### src/rtl/sig16b_conv_scheduler.sv
// sig16b_conv_scheduler
// Shares one double-to-16-bit signed-magnitude converter between N_REQ
// requesters. Requests are granted round-robin, the granted double is
// latched and issued with a single-cycle enable, and after the converter
// latency the result is returned tagged with the owning requester index.
// Conversion and saturation counters are kept for the debug readout.
//
// Ports:
//   clk_sampling  sampling clock, rising edge
//   rst           asynchronous active-high reset
//   req_valid     per-requester request, held until req_ready is seen
//   req_double    one IEEE-754 double per requester, slice i = [64*i+63:64*i]
//   req_ready     one-hot accept (combinational, IDLE only)
//   conv_enable   single-cycle enable to the converter
//   conv_double   registered operand to the converter
//   conv_sig16b   converter result (bit 15 sign, [14:0] magnitude)
//   res_valid     single-cycle result strobe
//   res_id        requester index owning res_data
//   res_data      captured converter result
//   busy          high whenever not IDLE
//   conv_count    completed conversions, saturating
//   sat_count     results with full-scale magnitude, saturating
module sig16b_conv_scheduler #(
  parameter int N_REQ    = 2,
  parameter int CONV_LAT = 1,
  parameter int CNT_W    = 16
) (
  input  logic                 clk_sampling,
  input  logic                 rst,
  input  logic [N_REQ-1:0]     req_valid,
  input  logic [64*N_REQ-1:0]  req_double,
  output logic [N_REQ-1:0]     req_ready,
  output logic                 conv_enable,
  output logic [63:0]          conv_double,
  input  logic [15:0]          conv_sig16b,
  output logic                 res_valid,
  output logic [2:0]           res_id,
  output logic [15:0]          res_data,
  output logic                 busy,
  output logic [CNT_W-1:0]     conv_count,
  output logic [CNT_W-1:0]     sat_count
);

  typedef enum logic [1:0] {IDLE, ISSUE, WAIT, DONE} state_t;

  state_t      state, state_next;
  logic [2:0]  rr;
  logic [2:0]  gi;
  logic [1:0]  wait_cnt;
  logic [2:0]  grant;
  logic        grant_found;
  logic        handshake;
  logic [63:0] grant_double;

  // Round-robin search: first valid requester starting at rr, wrapping.
  always_comb begin
    int idx;
    grant       = rr;
    grant_found = 1'b0;
    idx         = 0;
    for (int k = 0; k < N_REQ; k++) begin
      idx = int'(rr) + k;
      if (idx >= N_REQ) idx = idx - N_REQ;
      if (!grant_found && req_valid[idx]) begin
        grant       = 3'(idx);
        grant_found = 1'b1;
      end
    end
  end

  // One-hot accept and operand mux for the granted requester. Ready is
  // suppressed while reset is held so nothing is accepted at release.
  always_comb begin
    req_ready    = '0;
    grant_double = '0;
    for (int i = 0; i < N_REQ; i++) begin
      if (grant == 3'(i)) begin
        grant_double = req_double[64*i +: 64];
        req_ready[i] = (state == IDLE) && grant_found && !rst;
      end
    end
  end

  assign handshake = |(req_valid & req_ready);

  // Next-state and Moore outputs.
  always_comb begin
    state_next  = state;
    conv_enable = 1'b0;
    res_valid   = 1'b0;
    busy        = 1'b1;
    case (state)
      IDLE: begin
        busy = 1'b0;
        if (handshake) state_next = ISSUE;
      end
      ISSUE: begin
        conv_enable = 1'b1;
        state_next  = WAIT;
      end
      WAIT: begin
        if (wait_cnt == 2'd0) state_next = DONE;
      end
      DONE: begin
        res_valid  = 1'b1;
        state_next = IDLE;
      end
      default: state_next = IDLE;
    endcase
  end

  // State register and datapath. The wait counter is loaded in ISSUE so
  // WAIT lasts exactly CONV_LAT cycles; the result is captured on the last.
  always_ff @(posedge clk_sampling or posedge rst) begin
    if (rst) begin
      state       <= IDLE;
      rr          <= '0;
      gi          <= '0;
      wait_cnt    <= '0;
      conv_double <= '0;
      res_id      <= '0;
      res_data    <= '0;
      conv_count  <= '0;
      sat_count   <= '0;
    end else begin
      state <= state_next;
      case (state)
        IDLE: begin
          if (handshake) begin
            conv_double <= grant_double;
            gi          <= grant;
          end
        end
        ISSUE: begin
          wait_cnt <= 2'(CONV_LAT - 1);
        end
        WAIT: begin
          if (wait_cnt == 2'd0) begin
            res_data <= conv_sig16b;
            res_id   <= gi;
          end else begin
            wait_cnt <= wait_cnt - 2'd1;
          end
        end
        DONE: begin
          if (conv_count != '1) conv_count <= conv_count + 1'b1;
          if (res_data[14:0] == 15'h7FFF && sat_count != '1)
            sat_count <= sat_count + 1'b1;
          rr <= (gi == 3'(N_REQ - 1)) ? 3'd0 : gi + 3'd1;
        end
        default: ;
      endcase
    end
  end

endmodule

### config.mk
export PLATFORM = sky130hd
export DESIGN_NAME = sig16b_conv_scheduler
export DESIGN_NICKNAME = d
export VERILOG_FILES = /design/src/rtl/sig16b_conv_scheduler.sv
export SDC_FILE = /design/constraint.sdc
export NUM_CORES = 1
export LEC_CHECK = 0
export BUFFER_PORTS_ARGS = -buffer_cell sky130_fd_sc_hd__buf_2
export CELL_PAD_IN_SITES_DETAIL_PLACEMENT = 0
export CELL_PAD_IN_SITES_GLOBAL_PLACEMENT = 1
export CORE_MARGIN = 10
export CORE_UTILIZATION = 32
export DETAILED_ROUTE_END_ITERATION = 10
export PLACE_DENSITY_LB_ADDON = 0.1
export SETUP_SLACK_MARGIN = 0.02
export SYNTH_ARGS = -nofsm -noshare
export SYNTH_HDL_FRONTEND = slang
export SYNTH_SLANG_ARGS = --single-unit
### constraint.sdc
create_clock -name clk_sampling -period 4.4 [get_ports clk_sampling]
set_clock_uncertainty 0.2 [all_clocks]
set_input_delay 0.88 -clock clk_sampling [delete_from_list [all_inputs] [get_ports clk_sampling]]
set_output_delay 0.88 -clock clk_sampling [all_outputs]
set_load 0.02 [all_outputs]
==> impl_metrics.tcl <==
set metrics [dict create \
    outcome "completed" \
    ys.warnings.count 0 \
    cp_max_fo 7 \
    holdBufCountCts 0 \
    holdCritPathClass "reg2reg" \
    cts_made_buffers 17 \
    min_period_ps 3727 \
    antenna_found_initial 1 \
    die_area_mm2 0.02416 \
    grt_pass1_wl_um 28060 \
    htree_levels 4 \
    tritoncts "yes" \
    drt_wl_total_um 17510 \
    yosysSeqAreaShare 0.5329 \
    io_pins 268 \
    die_w_um 155.4 \
    use_met2 0.2307 \
    seq_area_mm2 0.003128 \
    critPathMaxStageDelay_ps 470 \
    syn_to_final_growth_pct 37.50 \
    drc 0 \
    clockRootBuffer "clkbuf_16" \
    grt_remaining_overflow 0 \
    fin_util 0.4477 \
    hpwl_um 13880 \
    drv_slew 0 \
    drt_pass1_iterations 4 \
    clock_latency_ps 410 \
    start_kind "flip-flop" \
    antenna_left 0 \
    finalSetupTns_ps 0 \
    slew_headroom 0.3030 \
    max_freq_mhz 268.3 \
    via_count 4827 \
    synth.largest_area_cell "dfrtp_1" \
    clock_sinks 125 \
    async_reset_ff_frac 1.000 \
    synth_ff_type "dfrtp_1" \
    grt_pass1_vias 5290 \
    slowest_stage "dfrtp_1" \
    gp_congestion 0.7618 \
    tightest_slew_ps 1046 \
    worstSetupPathType "reg2out" \
    syn_nets 703 \
    synth_top_area_share 0.5329 \
    start_util 0.3256 \
    top_usage_layer "met2" \
    clock_path_buffers 2 \
    grt_util_all_layers 0.1442 \
    use_met1 0.1627 \
    power.leakage_nw 4.325 \
    fp.dieH_um 155.4 \
    max_cap_viol_count 0 \
    multi_input_area_mm2 0.002560 \
    crit_top_cell "ha_1" \
    wl_per_cell_um 16.66 \
    fillers 1783 \
    hold_viol_final 0 \
    setup_viol 0 \
    io_buffers 267 \
    timing.final.crit_share 0.8470 \
    critPathCaptureType "output pin" \
    design.core.area_mm2 0.01802 \
    synthTopCellsByCount "dfrtp_1 (125), nand2_1 (83), o21ai_0 (68)" \
    drive_gt1_frac 0.4051 \
    synth_seq_cells 125 \
    cts_resized 0 \
    netlist_area_mm2 0.005869 \
    clk_pin_slew_ps 60 \
    drtIter0Drc 218 \
    use_met3 0.07720 \
    worstPathArrival_ps 2650 \
    rsz0062_at_grt "false" \
    yosysUniqueCellTypes 42 \
    fin_nets 970 \
    ir_drop_uv 341.9 \
    crit_buf_inv 1 \
    routed_via_density 4.593 \
    syn_inst 542 \
    path_cells "ha_1 -> xnor2_1 -> ha_1 -> a21boi_0 -> nand4b_1 -> nand2_1 -> o221ai_4 -> nor2b_1 -> buf_2" \
    critPathTopFamily "flip-flops" \
    syn_area_per_cell_um2 10.83 \
    synthTopCellsByArea "dfrtp_1 (53%), mux2i_1 (11%), o21ai_0 (5.8%)" \
    diodes 0 \
    synth_most_common_cell "dfrtp_1" \
    cts_setup_buffers 0 \
    rows 49 \
    p_total_mw 5.396 \
    cp_data_required_time_ps 3320 \
    grt_max_degree 91 \
    pwr_density_cell_mw_per_mm2 668.6 \
    synth_edf_count 0 \
]
## final timing paths
| check | startpoint | endpoint | cells past startpoint | slack [ps] |
|---|---|---|---|---|
| setup / recovery | rr[0] | req_ready[1] | 9 | 670 |
| hold / removal | conv_double[18] | conv_double[18] | 2 | 270 |
| setup reg to reg | rr[0] | conv_double[42] | 8 | 1310 |
| hold reg to reg | conv_double[18] | conv_double[18] | 2 | 270 |
| max in group asynchronous | rst | conv_count[3] | 3 | 2520 |
| min in group asynchronous | rst | conv_count[0] | 2 | 510 |
## metal layers
layer / vias to the layer above / part of all wire
met4: 2 / 0.012
li1: 2413 / -
met1: 2217 / 0.41
met5: - / 0.00074
met3: 17 / 0.10
met2: 178 / 0.48
## report_power, final
group	leakage, nW	total (mW)	internal (mW)	switching, mW
Clock	0.300	1.48	0.978	0.507
Combinational	2.43	2.09	0.790	1.30
Sequential	1.59	1.82	1.56	0.261
Total	4.32	5.40	3.33	2.07
## registers in the layout, indices dropped and copies added, names as in the netlist
register / cells
conv_count: 16
conv_double: 64
gi: 3
res_data: 16
res_id: 3
rr: 3
sat_count: 16
state: 2
wait_cnt: 2
## worst reg2reg max path, cell delays in order, from the launching register on
cell      delay (ps)
dfrtp_1          470
ha_1             250
xnor2_1          270
ha_1             200
a21boi_0         250
a21oi_1          160
o221ai_4         260
buf_4            630
o21ai_0          260
## final cells by class
class | instances | area share
Sequential cell | 125 | 0.3876
Tap cell | 229 | 0.03550
Timing Repair Buffer | 275 | 0.1746
Clock buffer | 22 | 0.05752
Multi-Input combinational cell | 375 | 0.3172
Clock inverter | 10 | 0.02016
Inverter | 15 | 0.007442
## cells by family after synthesis
| group | count (synthesis) | synth area share |
|---|---|---|
| AO/OA/AOI/OAI | 87 | 0.08314 |
| XOR/XNOR | 26 | 0.03880 |
| AND/OR/NAND/NOR | 162 | 0.1300 |
| flip-flops | 125 | 0.5329 |
| multiplexers | 87 | 0.1526 |
| adder cells (fa/ha/maj) | 13 | 0.02771 |
| buffers and inverters | 42 | 0.03475 |
## placed cells by master, fill, tap and decap left out, types with 3 or more instances in the layout
| cell | Yosys | final |
|---|---|---|
| nor3_1 | 7 | 7 |
| o21ai_0 | 68 | 68 |
| nor2_1 | 11 | 11 |
| xor2_1 | 7 | 7 |
| mux2i_1 | 67 | 67 |
| xnor2_1 | 19 | 19 |
| clkbuf_16 | 0 | 17 |
| inv_1 | 15 | 14 |
| ha_1 | 13 | 13 |
| nand2_1 | 83 | 83 |
| and3_1 | 3 | 3 |
| nand2b_1 | 6 | 6 |
| a21oi_1 | 8 | 8 |
| buf_4 | 8 | 7 |
| clkinvlp_4 | 0 | 3 |
| and2_1 | 4 | 4 |
| dfrtp_1 | 125 | 125 |
| clkbuf_1 | 9 | 3 |
| nand3_1 | 20 | 20 |
| bufinv_16 | 0 | 4 |
| buf_2 | 7 | 267 |
| mux2_2 | 20 | 20 |
| nand4_1 | 15 | 15 |
## through the flow
step                      hold slack (ps)  instance area (um^2)  setup slack, ps  instances
after floorplan                     249.8                  5873             1121        542
after global placement              257.4                  7443             1065       1019
after detailed placement            265.0                  7443             1012       1019
after CTS                           278.2                  8070            621.0       1051
after global routing                300.6                  8070            370.8       1051
final                               271.6                  8070            673.3       1051
No activity file was read; power rests on OpenSTA's default activity.
